--- src/rtl/cpa_pkg.sv ---
// Shared constants, operand type and segment-geometry helpers for the
// pipelined carry-propagate adder.
package cpa_pkg;

   localparam int CPA_WIDTH = 178;

   typedef logic [CPA_WIDTH-1:0] cpa_word_t;

   // Every segment is ceil(width/seg) wide except the last, which takes the remainder.
   function automatic int seg_width(input int width, input int seg, input int k);
      int sw;
      sw = (width + seg - 1) / seg;
      return (k < seg - 1) ? sw : width - sw * (seg - 1);
   endfunction

   function automatic int seg_lsb(input int width, input int seg, input int k);
      return k * ((width + seg - 1) / seg);
   endfunction

endpackage

--- src/rtl/cpa_seg.sv ---
// One carry-propagate segment: adds its operand slices plus the incoming carry
// and registers sum, carry-out and valid under the global advance enable.
module cpa_seg
   import cpa_pkg::*;
#(
   parameter int SW = 45
) (
   input  logic          clk,
   input  logic          rst,
   input  logic          adv,
   input  logic          in_valid,
   input  logic [SW-1:0] in_a,
   input  logic [SW-1:0] in_b,
   input  logic          in_cin,
   output logic          out_valid,
   output logic [SW-1:0] out_sum,
   output logic          out_cout
);

   logic          valid_d, valid_q;
   logic [SW-1:0] sum_d, sum_q;
   logic          cout_d, cout_q;
   logic [SW:0]   add;

   // Data only loads behind a valid item, so bubbles never drag X through.
   always_comb begin
      add     = {1'b0, in_a} + {1'b0, in_b} + {{SW{1'b0}}, in_cin};
      valid_d = valid_q;
      sum_d   = sum_q;
      cout_d  = cout_q;
      if (adv) begin
         valid_d = in_valid;
         if (in_valid) begin
            sum_d  = add[SW-1:0];
            cout_d = add[SW];
         end
      end
   end

   always_ff @(posedge clk or posedge rst) begin
      if (rst) begin
         valid_q <= 1'b0;
         sum_q   <= '0;
         cout_q  <= 1'b0;
      end else begin
         valid_q <= valid_d;
         sum_q   <= sum_d;
         cout_q  <= cout_d;
      end
   end

   assign out_valid = valid_q;
   assign out_sum   = sum_q;
   assign out_cout  = cout_q;

endmodule

--- src/rtl/csa_cpa_pipe.sv ---
// SEG-stage pipelined carry-propagate adder resolving a carry-save (c, s) pair.
// Build option CPA_TAG_EN adds a sideband tag that travels with each result.
module csa_cpa_pipe
   import cpa_pkg::*;
#(
   parameter int WIDTH = CPA_WIDTH,
   parameter int SEG   = 4
`ifdef CPA_TAG_EN
   ,parameter int TAG_W = 8
`endif
) (
   input  logic             clk,
   input  logic             rst,
   input  logic             in_valid,
   output logic             in_ready,
   input  logic [WIDTH-1:0] in_c,
   input  logic [WIDTH-1:0] in_s,
`ifdef CPA_TAG_EN
   input  logic [TAG_W-1:0] in_tag,
`endif
   output logic             out_valid,
   input  logic             out_ready,
   output logic [WIDTH-1:0] out_sum,
   output logic             out_cout
`ifdef CPA_TAG_EN
   ,output logic [TAG_W-1:0] out_tag
`endif
);

   // Handshake: a word moves in when in_valid && in_ready and out when
   // out_valid && out_ready; the whole pipe advances together when the output
   // slot is empty or being drained, so in_ready is combinational on out_ready.
   logic adv;
   assign adv      = !out_valid || out_ready;
   assign in_ready = adv;

   for (genvar k = 0; k < SEG; k++) begin : g_st
      localparam int LSB = seg_lsb(WIDTH, SEG, k);
      localparam int SWK = seg_width(WIDTH, SEG, k);
      localparam int RW  = WIDTH - LSB;

      logic               vin;
      logic               cin;
      logic [RW-1:0]      rem_c, rem_s;
      logic               vout;
      logic [SWK-1:0]     sum;
      logic               cout;
      logic [LSB+SWK-1:0] done;
`ifdef CPA_TAG_EN
      logic [TAG_W-1:0]   tag_in, tag_d, tag_q;
`endif

      if (k == 0) begin : g_src
         assign vin   = in_valid;
         assign cin   = 1'b0;
         assign rem_c = in_c;
         assign rem_s = in_s;
         assign done  = sum;
`ifdef CPA_TAG_EN
         assign tag_in = in_tag;
`endif
      end else begin : g_src
         // Finished low result segments, deskewed alongside this stage's sum.
         logic [LSB-1:0] lo_d, lo_q;

         assign vin   = g_st[k-1].vout;
         assign cin   = g_st[k-1].cout;
         assign rem_c = g_st[k-1].g_hi.c_hi_q;
         assign rem_s = g_st[k-1].g_hi.s_hi_q;
         assign done  = {sum, lo_q};
`ifdef CPA_TAG_EN
         assign tag_in = g_st[k-1].tag_q;
`endif

         always_comb begin
            lo_d = lo_q;
            if (adv && vin) lo_d = g_st[k-1].done;
         end

         always_ff @(posedge clk or posedge rst) begin
            if (rst) lo_q <= '0;
            else     lo_q <= lo_d;
         end
      end

      cpa_seg #(
         .SW (SWK)
      ) u_seg (
         .clk       (clk),
         .rst       (rst),
         .adv       (adv),
         .in_valid  (vin),
         .in_a      (rem_c[SWK-1:0]),
         .in_b      (rem_s[SWK-1:0]),
         .in_cin    (cin),
         .out_valid (vout),
         .out_sum   (sum),
         .out_cout  (cout)
      );

      if (k < SEG - 1) begin : g_hi
         // Operand segments not yet consumed, skewed one stage per segment.
         localparam int HW = RW - SWK;
         logic [HW-1:0] c_hi_d, c_hi_q, s_hi_d, s_hi_q;

         always_comb begin
            c_hi_d = c_hi_q;
            s_hi_d = s_hi_q;
            if (adv && vin) begin
               c_hi_d = rem_c[RW-1:SWK];
               s_hi_d = rem_s[RW-1:SWK];
            end
         end

         always_ff @(posedge clk or posedge rst) begin
            if (rst) begin
               c_hi_q <= '0;
               s_hi_q <= '0;
            end else begin
               c_hi_q <= c_hi_d;
               s_hi_q <= s_hi_d;
            end
         end
      end

`ifdef CPA_TAG_EN
      always_comb begin
         tag_d = tag_q;
         if (adv && vin) tag_d = tag_in;
      end

      always_ff @(posedge clk or posedge rst) begin
         if (rst) tag_q <= '0;
         else     tag_q <= tag_d;
      end
`endif
   end

   assign out_valid = g_st[SEG-1].vout;
   assign out_sum   = g_st[SEG-1].done;
   assign out_cout  = g_st[SEG-1].cout;
`ifdef CPA_TAG_EN
   assign out_tag   = g_st[SEG-1].tag_q;
`endif

endmodule

--- config.mk ---
export PLATFORM = sky130hd
export DESIGN_NAME = csa_cpa_pipe
export DESIGN_NICKNAME = d
export VERILOG_FILES = /design/src/rtl/cpa_pkg.sv /design/src/rtl/cpa_seg.sv /design/src/rtl/csa_cpa_pipe.sv
export SDC_FILE = /design/constraint.sdc
export NUM_CORES = 2
export LEC_CHECK = 0
export ABC_AREA = 1
export CAP_MARGIN = 20
export CORE_MARGIN = 2
export CORE_UTILIZATION = 25
export DETAILED_ROUTE_END_ITERATION = 10
export SLEW_MARGIN = 20
export SYNTH_ARGS = -nofsm -noshare
export SYNTH_HDL_FRONTEND = slang
export SYNTH_SLANG_ARGS = --single-unit
export TNS_END_PERCENT = 1
--- constraint.sdc ---
create_clock -name clk -period 45.9 [get_ports clk]
set_input_delay 11.475 -clock clk [delete_from_list [all_inputs] [get_ports clk]]
set_output_delay 11.475 -clock clk [all_outputs]
set_load 0.005 [all_outputs]
* After elaboration in Yosys (flattened, before gate mapping)
Cells that the tools add are included.
** Word-level totals
- Flip-flop bits (word level) :: 984
- Memories :: 0
- Logic and storage cells :: 38
- Latch bits :: 0
- Memory bits (writable) :: 0
- Output and inout bits :: 181
- Bits of input ports :: 360
- ROM bits :: 0
** Operators by class
- Shifts and indexed selects :: 0
- Bitwise operators :: 0
- $add $sub $neg :: 7
- Equality and inequality tests :: 0
- Div/mod/pow operators :: 0
- Order comparisons :: 0
- Multipliers :: 0
- Reduce and logical (&&, ||, !) cells :: 10
- Muxes and demuxes :: 0
** Operators by type and width (number)
- adder 45 x 45 -> 46 bit :: 3
- adder 46 x 1 -> 46 bit :: 2
- adder 43 x 43 -> 44 bit :: 1
- adder 44 x 1 -> 44 bit :: 1
- AND reduction 2 bit :: 4
- logical AND 1 bit :: 4
- zero test 1 bit :: 1
- logical OR 1 bit :: 1

* Depth between registers and ports, before layout
- Depth after elaboration :: 3
- Gate-level depth with buffers :: 15
- Mapped depth without buffers :: 15

* Hierarchy
Synthesis repeated with hierarchy kept, for this count alone.
** Second synthesis, totals
- Cells, all modules :: 7269
- Area, all modules :: 53556.4 sq um
** Modules (own cells, without submodules)
- csa_cpa_pipe :: cells an instance 3465, area each 31417.6 sq um, seq. area each 19969.2 sq um, times used 1
- cpa_seg (g_st[0].u_seg ...) :: cells an instance 972, area each 5642.9 sq um, seq. area each 1176.1 sq um, times used 3
- cpa_seg (g_st[3].u_seg) :: cells an instance 888, area each 5210.0 sq um, seq. area each 1126.1 sq um, times used 1

* Worst setup path before layout
No wires, ideal clock.
- Kind :: input to output
- Start point :: input port out_ready
- End point :: output port in_ready
- Data arrival time :: 11.741 ns
- Cell stages on the path :: 2
- Buffers on the path :: 0
- Data required time :: 34.425 ns
- Slack :: 22.684 ns
- Cells stage by stage :: nor2_4 > inv_2
** Between the ends
- Cells in the longest elaborated chain, start to end :: 1
** Ends and longest elaborated chain
- start: declaration :: line csa_cpa_pipe.sv:22 : input logic out_ready,
- logical OR 1 bit :: line csa_cpa_pipe.sv:34 : assign adv = !out_valid || out_ready;
- end: declaration :: line csa_cpa_pipe.sv:15 : output logic in_ready,
No other way between the ends.

* Final worst setup path
Same ends and word-level chain as after synthesis.

==> impl_results.md <==
- Row cnt: roughly 170
- Setup CP Type: primary input to output port
- Clock Power Share: a little under a quarter
- Post-synthesis async set-or-reset flop share: 100%
- Max incr delay on CP: between 400 and 500 ps
- Period minus WS final: 24260 ps
- Post-cts resize count: 0
- Outcome: complete, no violations
- Yosys reg bits: 984
- Max-slew violation count: 0
- Port bufs: 540
- CP Launch Type: primary input
- Synth Warn #: 0
- Switching Fraction: a little over two fifths
- Fin crit share: roughly 53%
- Pwr/cell area: 64.1 nW/µm²
- Cell count after synthesis: 6926
- Peak VDD IR: about 0.039 mV
- Core region area: a little over 200000 µm²
- Max Clock Freq: between 40 and 50 MHz
- Initial antenna violation count: 8
- Number of fill cells in the layout: 21900
- Clock skew: 64.9 ps
- CP Cell Sequence: clkdlybuf4s50_1 > nor2_4 > inv_2 > clkdlybuf4s50_1
- DR WL/cell: roughly 18 µm
- I/O pins: approximately 540
- Initial DRC count: about 2900
- Top cells by count, synth: nand2_1, dfrtp_1, inv_1
- Final #Nets: ~8000
- Most frequent cell after synthesis: nand2_1
- Hold_buf cts: 0
- Most common cell on crit path: clkdlybuf4s50_1
- Worst min path class: flop to flop
- Total grt overflow: 0
- Routed Antenna Nets: 0
- Crit path DAT: about 13000 ps
- Final worst slack: ~22000 ps
- Synth top area cells: dfrtp_1, nand2_1, inv_1
- Clock Latency Late Sink: approximately 750 ps
- TritonCTS Buffers: 110
- CTS tree: done
- Fin Setup TNS: 0 ps
- Pre-antenna DRT Iters: 5
- # Max-Cap Violations: 0
- CTS root buf: clkbuf_16
- Power Internal: ~2.3 mW
- # setup viols final: 0
- Sequential Area: ~25000 µm²
- Cell leakage power: between 30 and 40 nW
- Largest net degree at the start of global routing: 219
- GPL Wtd Cong: around 0.90
- R2r setup slk: between 40000 and 50000 ps
- Area Growth Syn to Fin: 23.2%
- Global Route Usage Sum: roughly 17%
- Vias per cell: ~4.3
- Postcts setup bufs: 0
- Leading area contributor after synthesis: dfrtp_1
- Net Count, Synth: approximately 7500
- Clock H-tree levels: 3
- Post-place setup slack: 21650 ps
- P_sw: ~1.7 mW
- Final hold vios: 0
- Maximum clock insertion buffer count: 3
- Placed wire-length estimate: 138 mm
- CP Max Fanout: 6
- Slowest cell on the critical path: clkdlybuf4s50_1
- Die Y-Extent: around 460 µm
- Clk sinks: about 1000
- Fin util: between 30 and 40%
- Mapped Area: 51200 µm²
- Worst Setup End Kind: output port
- Die X: ~460 µm
- Reg2Reg Launch Point: g_st[3].u_seg.out_valid
- Number of synthesized flops with an enable pin: 0
- Crit path required time: 34420 ps
- Sequential share of power: 34.8%
- Syn Area/Cell: 7.40 µm²
- Die area: 209000 µm²
- Vias in the first global route: between 40000 and 50000
- Sequential element share of the synthesized area: between 40% and 50%
- Worst-Margin Slew: between 1000 and 1500 ps
- Main flop type after synthesis: dfrtp_1
- Hold_sp: g_st[2].g_src.lo_q[35]
- Layout cells sized above 1: under 10%
- RSZ-0062 raised after global routing: no
- Slew margin rel.: between 20% and 30%
- Worst reg-to-reg path cell count: 8
- Share of the synthesized area in the top cell type: between 40% and 50%
- DR vias: 44000
- Combinational share of power: 42.4%
- WHS: approximately 440 ps
- Post-Route WL: 178 mm
- Reg-to-reg endpoint: g_st[2].g_hi.s_hi_q[0]
- Remaining DRCs: 0
- Final Power: around 4 mW
- Worst Hold Path EP: g_st[3].g_src.lo_q[35]
- Cell variety after synth: 33
- Starting Density: around a quarter
- Multi-input gate area: 22300 µm²
- First-pass GRT wire length: around 270 mm
- Worst-path clk slew: roughly 60 ps
- Hold path depth: 2
-- worst max-delay path by stage --
stage	from	to	slack, ps
after floorplan	rst	g_st[0].g_hi.c_hi_q[0]	6740
after global placement	out_ready	in_ready	21640
after detailed placement	out_ready	in_ready	21650
after CTS	out_ready	in_ready	21640
after global routing	out_ready	in_ready	21610
final	out_ready	in_ready	21640
-- kinds of logic (layout without fill, tap and decap cells) --
family / count (synthesis) / count (layout) / share of synthesized area [%]
AO/OA/AOI/OAI: 615 / 615 / 6.19
XOR/XNOR: 88 / 88 / 1.50
adder cells (fa/ha/maj): 182 / 182 / 4.55
buffers and inverters: 1106 / 1666 / 8.50
flip-flops: 984 / 984 / 48.1
other: 0 / 5 / 0
AND/OR/NAND/NOR: 3951 / 3951 / 31.2
-- registers in the layout (all words and copies together) (netlist names) --
register	count
g_st.g_hi.c_hi_q	264
g_st.g_hi.s_hi_q	264
g_st.g_src.lo_q	270
g_st.u_seg.out_cout	4
g_st.u_seg.out_sum	178
g_st.u_seg.out_valid	4
-- worst max-delay path: cells and delay by family --
kind                   cells  cell delay, ps
and+or+nand+nor            1             250
buffers and inverters      3            1050
-- metal layers --
layer | GRT usage, % | share of wire [%] | vias to the layer above
met5 | 0 | 0 | -
met4 | 7.82 | 4.8 | 0
met1 | 21.4 | 44 | 20800
li1 | - | - | 22100
met3 | 1.87 | 3.1 | 257
met2 | 28.8 | 48 | 842
-- cell usage in the layout (no fill, tap or decap), types with 20 or more instances in the layout --
master,instances
nand2_1,3196
dfrtp_1,984
inv_1,850
clkdlybuf4s50_1,540
o21ai_0,408
nand3_1,259
nor2_1,249
ha_1,175
a21oi_1,118
clkbuf_16,111
xnor2_1,73
o21ai_1,55
nor2_2,53
nand2_2,49
inv_2,37
nand4_1,32
nor2_4,29
nor3_1,28
nand3_2,26
o21bai_1,24
buf_4,24
clkbuf_1,21
clkbuf_8,20
-- final cells by class --
type,instances,area share [%]
Multi-Input combinational cell,4836,35.3
Tap cell,2688,5.33
Antenna cell,5,0.0198
Sequential cell,984,39.0
Clock buffer,152,4.96
Inverter,892,5.36
Clock inverter,52,1.09
Timing Repair Buffer,570,8.97
-- metrics by stage --
step	std cells	instance area, µm²
2_1_floorplan	6926	51200
3_3_place_gp	9970	59300
3_5_place_dp	9970	59300
4_1_cts	10200	63100
5_1_grt	10200	63100
6_report	10200	63100
-- power by group through the flow --
stage          combinational, mW  sequential (mW)  clock, mW
2_1_floorplan               1.10             1.36          0
3_3_place_gp                1.72             1.42          0
3_5_place_dp                1.74             1.42          0
4_1_cts                     1.75             1.41      0.947
5_1_grt                     1.94             1.45      0.985
6_report                    1.72             1.41      0.922
(Power assumes the default switching activity.)
